[config.mk]
export PLATFORM = sky130hd
export DESIGN_NAME = baud_tick_gen
export DESIGN_NICKNAME = d
export VERILOG_FILES = /design/src/rtl/baud_tick_gen.sv
export SDC_FILE = /design/constraint.sdc
export NUM_CORES = 1
export LEC_CHECK = 0
export CORE_MARGIN = 4
export CORE_UTILIZATION = 68
export CTS_CLUSTER_SIZE = 8
export DETAILED_ROUTE_END_ITERATION = 16
export DONT_BUFFER_PORTS = 1
export PLACE_DENSITY = 0.93
export SYNTH_ARGS = -nofsm -noshare
export SYNTH_HDL_FRONTEND = slang
export SYNTH_SLANG_ARGS = --single-unit
[constraint.sdc]
create_clock -name sys_clk -period 4.15 [get_ports sys_clk]
set_clock_uncertainty 0.15 [all_clocks]
set_input_delay 0.83 -clock sys_clk [delete_from_list [all_inputs] [get_ports sys_clk]]
set_output_delay 0.83 -clock sys_clk [all_outputs]
set_load 0.005 [all_outputs]
[src/rtl/baud_tick_gen.sv]
// Programmable baud tick generator: int+frac prescaler (frac part built only with BAUD_TICK_FRAC_EN) driving os/bit/mid strobes.
// Latency: all strobes registered; first os_tick DEF_DIV enabled cycles after reset or div_q cycles after resync.
// Backpressure: none; en=0 freezes all counters and suppresses every strobe.
module baud_tick_gen #(
  parameter int CNT_W    = 16,
  parameter int FRAC_W   = 4,
  parameter int OSR      = 16,
  parameter int DEF_DIV  = 54,
  parameter int DEF_FRAC = 4
) (
  input  logic              sys_clk,
  input  logic              rst,
  input  logic              en,
  input  logic [CNT_W-1:0]  div_int,
  input  logic [FRAC_W-1:0] div_frac,
  input  logic              div_load,
  input  logic              resync,
  output logic              os_tick,
  output logic              bit_tick,
  output logic              mid_tick
);

  localparam int OS_W = (OSR > 1) ? $clog2(OSR) : 1;
  localparam logic [OS_W-1:0]  OS_LAST    = OS_W'(OSR - 1);
  localparam logic [OS_W-1:0]  OS_MID_PRE = OS_W'(OSR / 2 - 1);
  localparam logic [CNT_W-1:0] DIV_RST    = CNT_W'(DEF_DIV);
  localparam logic [CNT_W-1:0] DIV_MIN    = CNT_W'(2);

  logic [CNT_W-1:0] div_q;
  logic [CNT_W-1:0] cnt;
  logic [CNT_W-1:0] pend_int;
  logic [CNT_W-1:0] ld_int;
  logic [CNT_W-1:0] new_div;
  logic [CNT_W-1:0] reload;
  logic [OS_W-1:0]  os_cnt;
  logic             pend_vld;
  logic             wrap;
  logic             carry;

  // A divisor below 2 would leave os_tick stuck high.
  assign ld_int  = (div_int < DIV_MIN) ? DIV_MIN : div_int;
  assign new_div = div_load ? ld_int : (pend_vld ? pend_int : div_q);
  assign wrap    = en && (cnt == '0);
  assign reload  = carry ? new_div : new_div - 1'b1;

`ifdef BAUD_TICK_FRAC_EN
  logic [FRAC_W-1:0] frac_q;
  logic [FRAC_W-1:0] pend_frac;
  logic [FRAC_W-1:0] acc;
  logic [FRAC_W-1:0] new_frac;
  logic [FRAC_W:0]   acc_sum;

  assign new_frac = div_load ? div_frac : (pend_vld ? pend_frac : frac_q);
  assign acc_sum  = {1'b0, acc} + {1'b0, new_frac};
  assign carry    = acc_sum[FRAC_W];

  always_ff @(posedge sys_clk or posedge rst) begin
    if (rst) begin
      frac_q    <= FRAC_W'(DEF_FRAC);
      pend_frac <= '0;
      acc       <= '0;
    end else begin
      if (div_load) begin
        pend_frac <= div_frac;
      end
      if (resync) begin
        frac_q <= new_frac;
        acc    <= '0;
      end else if (!en || wrap) begin
        frac_q <= new_frac;
        if (wrap) begin
          acc <= acc_sum[FRAC_W-1:0];
        end
      end
    end
  end
`else
  logic unused_frac;
  assign unused_frac = ^div_frac;
  assign carry       = 1'b0;
`endif

  always_ff @(posedge sys_clk or posedge rst) begin
    if (rst) begin
      div_q    <= DIV_RST;
      pend_int <= '0;
      pend_vld <= 1'b0;
      cnt      <= DIV_RST - 1'b1;
      os_cnt   <= '0;
      os_tick  <= 1'b0;
      bit_tick <= 1'b0;
      mid_tick <= 1'b0;
    end else begin
      os_tick  <= 1'b0;
      bit_tick <= 1'b0;
      mid_tick <= 1'b0;
      if (div_load) begin
        pend_int <= ld_int;
      end
      if (resync) begin
        div_q    <= new_div;
        pend_vld <= 1'b0;
        os_cnt   <= '0;
        cnt      <= new_div - 1'b1;
      end else if (!en) begin
        // Frozen: a new divisor takes effect at once, the count itself holds.
        div_q    <= new_div;
        pend_vld <= 1'b0;
      end else if (wrap) begin
        div_q    <= new_div;
        pend_vld <= 1'b0;
        cnt      <= reload;
        os_tick  <= 1'b1;
        os_cnt   <= (os_cnt == OS_LAST) ? '0 : os_cnt + 1'b1;
        bit_tick <= (os_cnt == OS_LAST);
        mid_tick <= (os_cnt == OS_MID_PRE);
      end else begin
        cnt <= cnt - 1'b1;
        if (div_load) begin
          pend_vld <= 1'b1;
        end
      end
    end
  end

endmodule

# == Word level (Yosys, flattened, before mapping) ==
# Cells that the tools add are included.
# op_classes
add_sub_neg,3
mul,0
div,0
order_cmp,1
n_eq_ne,4
n_shift,0
n_mux,26
bitwise_logic,0
n_reduce_logical,5
# op_table
cell,n
2-to-1 mux 16 bit,9
subtractor 16 x 1 -> 16 bit (second input constant),2
logical NOT 16 bit,1
less-than comparator 16 x 2 -> 1 bit (second input constant),1
2-to-1 mux 4 bit,4
2-to-1 mux 1 bit,13
adder 4 x 1 -> 4 bit (second input constant),1
== test 4 x 3 -> 1 bit (second input constant),1
== test 4 bit (second input constant),1
!= test 4 x 1 -> 1 bit (second input constant),1
nonzero test 2 bit,2
!= test 3 x 1 -> 1 bit (second input constant),1
AND reduction 2 bit,1
logical AND 1 bit,1
# word_totals
register_bits,56
latchBits,0
ram_bits,0
rom_bits,0
in_bits,25
n_memories,0

# == Logic depth before layout (Yosys ltp) ==
# Gate-level depths: netlist of the first run.
# depth
depth_word,7
depth_mapped,12
depth_no_buf,10

# == Worst setup path before layout of the first run ==
# Ideal clock, no wire load.
# synth_path
kind,input-to-reg
from,input div_load
to,register cnt[10]
setup_ps,87
arrival_time_ps,2864
t_required_ps,3913
path_slack_ps,1049
cell_stages,11
cell_sequence,buf_6 buf_2 clkbuf_1 clkbuf_1 o21a_1 ha_1 o211ai_1 nor4_2 nand3_1 xor2_1 a22oi_1
# synth_between
elab_chain_len,5
# synth_rtl
item,line_no,text
"start, declared",16,"input logic div_load,"
2-to-1 mux 16 bit (*),42,assign new_div = div_load ? ld_int : (pend_vld ? pend_int : div_q);
subtractor 16 x 1 -> 16 bit (*),"44, 104",
2-to-1 mux 16 bit,109,end else if (wrap) begin
2-to-1 mux 16 bit,105,end else if (!en) begin
2-to-1 mux 16 bit (*),100,if (resync) begin
"end signal, assigned",104,cnt <= new_div - 1'b1;
"end signal, assigned",112,cnt <= reload;
"end signal, assigned",118,cnt <= cnt - 1'b1;
"end, declared",30,logic [CNT_W-1:0] cnt;
# Mark *: on every way between the ends. The rest lies on a longest branch, timed or not. The select of a mux whose other input is x is not followed.
# A chain may end at the register's enable or synchronous reset.

# == Worst setup path in the final report of the first run ==
# layout_path
from,input div_int[10]
to,register cnt[14]
# layout_between
elab_chain_len,7
# layout_rtl
item,line_no,text
"start, declared",14,"input logic [CNT_W-1:0] div_int,"
less-than comparator 16 x 2 -> 1 bit,41,assign ld_int = (div_int < DIV_MIN) ? DIV_MIN : div_int;
2-to-1 mux 16 bit (*),41,
2-to-1 mux 16 bit (*),42,
subtractor 16 x 1 -> 16 bit (*),"44, 104",
2-to-1 mux 16 bit,109,
2-to-1 mux 16 bit,105,
2-to-1 mux 16 bit (*),100,
# Marked as above.

==> results of run 1 <==
worst min-delay path: stages, from the launching register on:
cell	delay [ps]
dfstp_2	390
nand2_1	50
nand2_1	40
routing by layer:
layer | track usage (%) | vias up | share of wire [%]
met2 | 45.7 | 98 | 50
met4 | 7.65 | 0 | 1.5
met1 | 33.0 | 1328 | 42
met3 | 4.57 | 12 | 6.4
met5 | 0 | - | 0
li1 | - | 1276 | -
sequential cells by signal, indices dropped and copies added, names as in the netlist:
name and cells:
bit_tick 1, pend_vld 1, cnt 16, mid_tick 1, div_q 16, pend_int 16, os_cnt 4, os_tick 1
area by class of cell:
| cell class | instances | area, sq um |
|---|---|---|
| clock inverters | 2 | 35.0 |
| inverters | 21 | 78.8 |
| fillers | 306 | 1110 |
| repair buffers | 5 | 37.5 |
| multi-input cells | 272 | 1670 |
| well taps | 52 | 65.1 |
| clock buffers | 6 | 72.6 |
| flip-flops and latches | 56 | 1410 |
worst paths after layout:
check                      slack, ps         from  depth (start not counted)   endpoint
setup / recovery                 940  div_int[10]                         10    cnt[14]
hold / removal                   320     div_q[2]                          2   div_q[2]
setup reg to reg                1160     pend_vld                          9    cnt[14]
hold reg to reg                  320     div_q[2]                          2   div_q[2]
max in group asynchronous       2700          rst                          2  os_cnt[2]
min in group asynchronous        470          rst                          1    cnt[13]
stage by stage:
stage	instance area, sq um	total power, mW	hold slack, ps	util, %	setup slack (ps)
floorplan	3240	0.894	284	-	1050
global placement	3260	0.928	293	72.9	855
detailed placement	3260	0.948	300	72.9	679
CTS	3370	1.30	316	75.3	1000
global route	3370	1.36	342	75.3	767
finish	3370	1.30	318	75.3	943
logic make-up after synthesis:
logic type      after synthesis
compound gates               88
xor+xnor                     15
fa+ha+maj                     3
buf+inv                      37
flops                        56
mux                          20
simple gates                146
power groups by stage:
stage | Clock (mW) | Combinational (mW) | Sequential (mW)
after global placement | 0 | 0.239 | 0.690
after CTS | 0.358 | 0.256 | 0.685
after global routing | 0.376 | 0.289 | 0.696
after detailed placement | 0 | 0.253 | 0.695
after floorplan | 0 | 0.215 | 0.679
final | 0.357 | 0.258 | 0.687
cells in the final DEF (no fill, tap or decap), types with 5 or more instances in the layout:
| master | instances |
|---|---|
| nand2_1 | 68 |
| dfrtp_1 | 48 |
| o21ai_0 | 30 |
| nor2_1 | 24 |
| inv_1 | 20 |
| mux2i_1 | 18 |
| a21oi_1 | 13 |
| o21ai_1 | 13 |
| nor4_1 | 8 |
| nand3_1 | 8 |
| xor2_1 | 8 |
| dfstp_2 | 8 |
| nor3_1 | 7 |
| xnor2_1 | 7 |
| o21a_1 | 6 |
| clkbuf_8 | 5 |
| buf_4 | 5 |
==> results.cfg, run 1 <==
[status]
status = complete, no violations

[power]
power_leakage_nw = 1.38
combinationalPowerShare_pct = 19.8
clockPowerShare_pct = 27.4
p_seq_share_pct = 52.8
p_sw_mw = 0.397
swShare_pct = 30.5
vdd_drop_max_v = 0.000237
p_per_area_mw_per_mm2 = 387
p_int_mw = 0.905

[synthesis]
syn-cell-area_sq_mm = 0.00324
yosys_warnings = 0
synth_area_leader_cell = dfrtp_1
synth_top_area_share_pct = 37.1
synthCells = 365
ys_seq_elements = 56
synth_top_family_by_area = simple AND/OR/NAND/NOR gates
synth_cell_types = 55
synthesis.nets = 393
synth_simple_gate_area_share_pct = 23.2
synthArstFlopShare_pct = 100
yosys-top-cells-area = dfrtp_1, nand2_1, dfstp_2
synth_edf_count = 0
muxShareOfSynthArea_pct = 6.26
synth_ff_type = dfrtp_1
ys_seq_area_share_pct = 43.6
synth.avg_cell_area_sq_um = 8.87
synth_commonest_cells = nand2_1, dfrtp_1, o21ai_0
synth_compound_gate_area_share_pct = 16.7
yosys.area_share.xor_xnor_pct = 4.06
synth.most_common_cell = nand2_1
synthAdderAreaFrac_pct = 1.16

[grt]
grt_pass1_vias = 2716
grt_pass1_wl_mm = 12.5
grt_use_total_pct = 26.1
grt_overflow = 0
grt_max_degree = 56
antenna_found_initial = 0

[cells_and_area]
area_growth_pct = 4.06
drive_gt1_share_pct = 10.5
layout.nets = 389
final_cells = 414
n_antenna_cell = 0

[clocking]
cts_inserted_buffers = 5
hold_buffers = 0
clk_path_buf_depth = 2
clk_pin_slew_worst_paths_ps = 100
cts.sinks = 56
cts.repair.resized = 0
tritoncts = done
cts_setup_buffers = 0
root_buffer = clkbuf_8
clock_latency_ps = 310
htreeDepth = 2

[critical_path]
cpMostUsedCell = nand4_1
required_ps = 4170
worstPathArrival_ps = 3230
path_cells = nor4_1 -> nand4_1 -> nand3_1 -> o21a_1 -> ha_1 -> o211ai_1 -> nor4_2 -> nand4_1 -> xor2_1 -> o22ai_1
cpPeakStageDelay_ps = 470
cp_max_fo = 5
worst-path-buf-inv = 0
crit_family = simple AND/OR/NAND/NOR gates
critPathLaunchType = input port
end_kind = register
cp_slowest_cell = nor4_1
worstSetupPathType = in2reg

[placement]
place_congestion = 0.861
placedCellCount = 406
hpwlAfterDp_mm = 5.10
numPortBuffers = 0

[floorplanning]
start_util_pct = 72.3
row_count = 24
dieArea_sq_mm = 0.00593
die_width_microns = 77.0
core_region_area_sq_mm = 0.00447
die_h_microns = 77.0
io_pins = 28

[sta]
slew_headroom_pct = 31.9
fin_tns_setup_ps = 0
setup_violations = 0
hold_viol = 0
finalMaxSlewViolations = 0
fmax_ghz = 0.312
timing.final.crit_share_pct = 77.3
rsz0062_at_grt = false
period_needed_ps = 3210
tightest_slew_ps = 1020

[drt]
drtAntennaViolNets = 0
wl_per_cell_microns = 17.6
drt_iter0_markers = 196
via_per_inst = 6.56
remaining_drc_errors = 0
drt_pass1_iterations = 4
drt_wl_total_mm = 7.30
vias = 2714

[hold_path]
hp-class = reg2reg

[flow_run]
maxCapViolCount = 0
Note: power is estimated with default switching activity, not from simulation.
==> run 2: changes to the inputs <==
- CORE_UTILIZATION: 68 -> 57
- PLACE_DENSITY: 0.93 -> 0.84
- clock period: 4.15 -> 2.7 ns (I/O delays scaled with it)
==> results.cfg, run 2 (synthesized netlist as in run 1, its figures left out) <==
[power]
vdd_drop_max_v = 0.000408
p_per_area_mw_per_mm2 = 554
power_leakage_nw = 1.44
finalPower_mw = 1.92

[cells_and_area]
seq_area_sq_mm = 0.00141
final_cell_area_sq_mm = 0.00348
area_growth_pct = 7.42
n_antenna_cell = 0
layout.nets = 401
drive_gt1_share_pct = 13.9
multiInputGateArea_sq_mm = 0.00167
final_common_cell = nand2_1
reg.largest.list = cnt x16, div_q x16, pend_int x16
layout_common_cells = nand2_1, dfrtp_1, o21ai_0, nor2_1, inv_1
finish.utilization_pct = 63.1
fillCellCount = 437

[placement]
place_congestion = 0.889
hpwlAfterDp_mm = 5.22
place_area_sq_mm = 0.00339
numPortBuffers = 0

[sta]
slew_headroom_pct = 49.7
timing.final.crit_share_pct = 91.2
rsz0062_at_grt = false
fin_tns_setup_ps = 0
fmax_ghz = 0.406
period_needed_ps = 2460
hold_viol = 0
finalMaxSlewViolations = 0
tightest_slew_ps = 748
setup_violations = 0
hold_slack_ps = 16.2

[critical_path]
worstPathArrival_ps = 2550
end_kind = register
worstSetupPathType = reg2reg
required_ps = 2790
cp_max_fo = 9
critPathLaunchType = register

[grt]
grt_pass1_vias = 2619
grt_pass1_wl_mm = 12.4
grt_use_total_pct = 21.6
antenna_found_initial = 0
grt_overflow = 0
grt_max_degree = 56

[floorplanning]
core_region_area_sq_mm = 0.00551
io_pins = 28
die_width_microns = 83.4
dieArea_sq_mm = 0.00695
start_util_pct = 58.8
die_h_microns = 83.4
row_count = 27

[clocking]
tritoncts = done
cts_inserted_buffers = 5
clk_pin_slew_worst_paths_ps = 100
cts_setup_buffers = 0
clock_latency_ps = 310
root_buffer = clkbuf_8
htreeDepth = 2
hold_buffers = 0
clk_path_buf_depth = 2
cts.sinks = 56

[drt]
via_per_inst = 6.04
vias = 2696
drtAntennaViolNets = 0
wl_per_cell_microns = 15.8
drt_wl_total_mm = 7.07
drt_pass1_iterations = 4
drt_iter0_markers = 145
remaining_drc_errors = 0

[flow_run]
maxCapViolCount = 0

[status]
status = complete, no violations

[hold_path]
hp-class = in2async
run 2: cell types whose count changed in the layout (fill, tap and decap cells not counted):
cell | before | now
dfrtp_1 | 48 | 47
bufinv_16 | 1 | 0
buf_12 | 0 | 1
dfrtp_2 | 0 | 1
clkinv_4 | 0 | 1
clkbuf_1 | 1 | 0
clkinv_2 | 1 | 2
buf_4 | 5 | 16
run 2: layer usage:
metal / track usage (%) / routed length (microns) / up-vias
li1: - / - / 1304
met1: 29.0 / 3110 / 1302
met2: 35.4 / 3460 / 75
met3: 4.86 / 377 / 15
met4: 5.05 / 113 / 0
met5: 0 / 0 / -
run 2: critical path, cell delays in order, from the launching register on:
cell and delay [ps]:
dfrtp_1 410, inv_1 90, ha_1 190, nor3b_2 290, nand2_1 210, o31ai_1 410, buf_4 240, mux2i_1 190
nor2_1 60, a21oi_1 140
run 2: final cells by class:
class / instances / area share (%)
clock inverter: 3 / 0.540
inverter: 21 / 2.27
tap: 72 / 2.59
multi-input combinational: 272 / 48.0
clock buffer: 5 / 1.98
sequential: 56 / 40.6
timing repair buffer: 17 / 4.03
run 2: final timing paths:
| kind | cells after the start | slack [ps] | startpoint | endpoint |
|---|---|---|---|---|
| max in group asynchronous | 2 | 1760 | rst | div_q[4] |
| min in group sys_clk | 1 | 130 | resync | os_cnt[3] |
| min reg2reg | 2 | 320 | div_q[2] | div_q[2] |
| max | 9 | 240 | cnt[1] | cnt[1] |
| max reg2reg | 9 | 240 | cnt[1] | cnt[1] |
| min | 1 | 20 | rst | os_cnt[1] |
run 2: per-stage QoR:
stage               instances  worst slack [ps]
floorplan                 365              70.1
global placement          438               122
detailed placement        438              78.6
CTS                       446               187
global route              446              20.5
finish                    446               237
run 2: power breakdown:
part	internal, mW	switching (mW)	total (mW)
sequential	0.957	0.0984	1.06
clock	0.182	0.273	0.455
combinational	0.174	0.241	0.415
total	1.31	0.612	1.92
run 2: timing repair:
item                                   CTS  global route
setup endpoints to repair                0             2
gates resized for setup                  0             1
endpoints found under the hold margin    0             0
==> run 3: changes to the inputs <==
- CORE_UTILIZATION: 57 -> 68
- PLACE_DENSITY: 0.84 -> 0.93
- clock period: 2.7 -> 3.1 ns (I/O delays scaled with it)
==> results.cfg, run 3 (synthesized netlist as in run 1, its figures left out) <==
[sta]
slew_headroom_pct = 48.7
tightest_slew_ps = 764
setup_violations = 0
period_needed_ps = 2820
hold_slack_ps = 93.0
hold_viol = 0
fmax_ghz = 0.354
finalMaxSlewViolations = 0
timing.final.crit_share_pct = 91.1
rsz0062_at_grt = false
setup_ws_ps = 275

[status]
status = complete, no violations

[placement]
place_congestion = 0.873
hpwlAfterDp_mm = 5.07
placedCellCount = 411
place_area_sq_mm = 0.00330
numPortBuffers = 0
dpl_worst_slack_ps = -5.34

[clocking]
cts_setup_buffers = 0
htreeDepth = 2
clock_latency_ps = 310
tritoncts = done
root_buffer = clkbuf_8
cts_inserted_buffers = 5
cts.repair.resized = 0
clk_pin_slew_worst_paths_ps = 100
clk_path_buf_depth = 2
cts.sinks = 56
hold_buffers = 0

[floorplanning]
dieArea_sq_mm = 0.00593
die_h_microns = 77.0
row_count = 24
core_region_area_sq_mm = 0.00447
io_pins = 28
start_util_pct = 72.3
die_width_microns = 77.0

[drt]
drt_iter0_markers = 258
via_per_inst = 6.52
drt_pass1_iterations = 5
drt_wl_total_mm = 7.10
drtAntennaViolNets = 0
remaining_drc_errors = 0
wl_per_cell_microns = 16.9
vias = 2730

[cells_and_area]
layout_common_cells = nand2_1, dfrtp_1, o21ai_0, nor2_1, inv_1
fillCellCount = 276
drive_gt1_share_pct = 11.7
seq_area_sq_mm = 0.00141
final_common_cell = nand2_1
finish.utilization_pct = 75.8
final_cell_area_sq_mm = 0.00339
final_cells = 419
multiInputGateArea_sq_mm = 0.00167
reg.largest.list = cnt x16, div_q x16, pend_int x16
n_antenna_cell = 0
layout.nets = 394
area_growth_pct = 4.79

[critical_path]
worstSetupPathType = in2reg
timing.rr.end = cnt[1]
critPathLaunchType = input port
worstPathArrival_ps = 2840
path_cells = nor4_1 -> nand4_1 -> nand3_1 -> o21a_1 -> ha_1 -> o211ai_1 -> nor4_2 -> buf_4 -> nand4_1 -> xor2_1 -> o22ai_1
r2r_slack_ps = 320
cpPeakStageDelay_ps = 480
cp_slowest_cell = nor4_1
r2r_cells = 9
cpMostUsedCell = nand4_1
required_ps = 3110
end_kind = register
r2r_start = cnt[1]
cp_max_fo = 5

[power]
p_seq_share_pct = 54.7
p_per_area_mw_per_mm2 = 495
p_sw_mw = 0.523
p_int_mw = 1.16
combinationalPowerShare_pct = 20.7
clockPowerShare_pct = 24.5
swShare_pct = 31.1
vdd_drop_max_v = 0.000343
power_leakage_nw = 1.39

[grt]
grt_max_degree = 56
grt_pass1_vias = 2639
grt_pass1_wl_mm = 12.3
grt_overflow = 0
grt_use_total_pct = 25.9
antenna_found_initial = 0

[flow_run]
maxCapViolCount = 0

[hold_path]
hp-class = in2async
## run 3: power by group through the flow
stage / clock [mW] / sequential (mW) / combinational, mW
finish: 0.412 / 0.919 / 0.348
global route: 0.457 / 0.931 / 0.391
CTS: 0.418 / 0.916 / 0.347
detailed placement: 0 / 0.929 / 0.342
global placement: 0 / 0.923 / 0.324
floorplan: 0 / 0.909 / 0.288
## run 3: critical path: cells and delay by family
family / cells / cell delay (ps)
buffers and inverters: 1 / 200
adders and majority gates: 1 / 180
and+or+nand+nor: 5 / 1200
xor gates and xnor gates: 1 / 180
AOI/OAI and AO/OA: 3 / 450
## run 3: worst max-delay path by stage
stage,to,startpoint
floorplan,cnt[10],div_load
global placement,cnt[14],div_int[10]
detailed placement,cnt[14],div_int[10]
CTS,cnt[14],div_int[10]
global route,cnt[14],div_int[10]
finish,cnt[14],div_int[10]
## run 3: layout make-up
type	count	share of cell area (%)
multi-input cells	272	49.2
well taps	52	1.92
clock buffers	7	2.55
clock inverters	1	0.221
inverters	21	2.32
flip-flops and latches	56	41.6
repair buffers	10	2.21
## run 3: stage by stage
| step | total power, mW | TNS [ps] |
|---|---|---|
| global placement | 1.25 | 0 |
| detailed placement | 1.27 | -5.34 |
| finish | 1.68 | 0 |
| global route | 1.78 | 0 |
| CTS | 1.68 | 0 |
| floorplan | 1.20 | 0 |
## run 3: routing by layer
layer	GRT usage, %	wire length (microns)	up-vias	part of all wire (%)
li1	-	-	1283	-
met1	33.3	2820	1301	40
met2	42.4	3550	127	50
met3	6.09	552	19	7.8
met4	10.5	182	0	2.6
met5	0	0	-	0
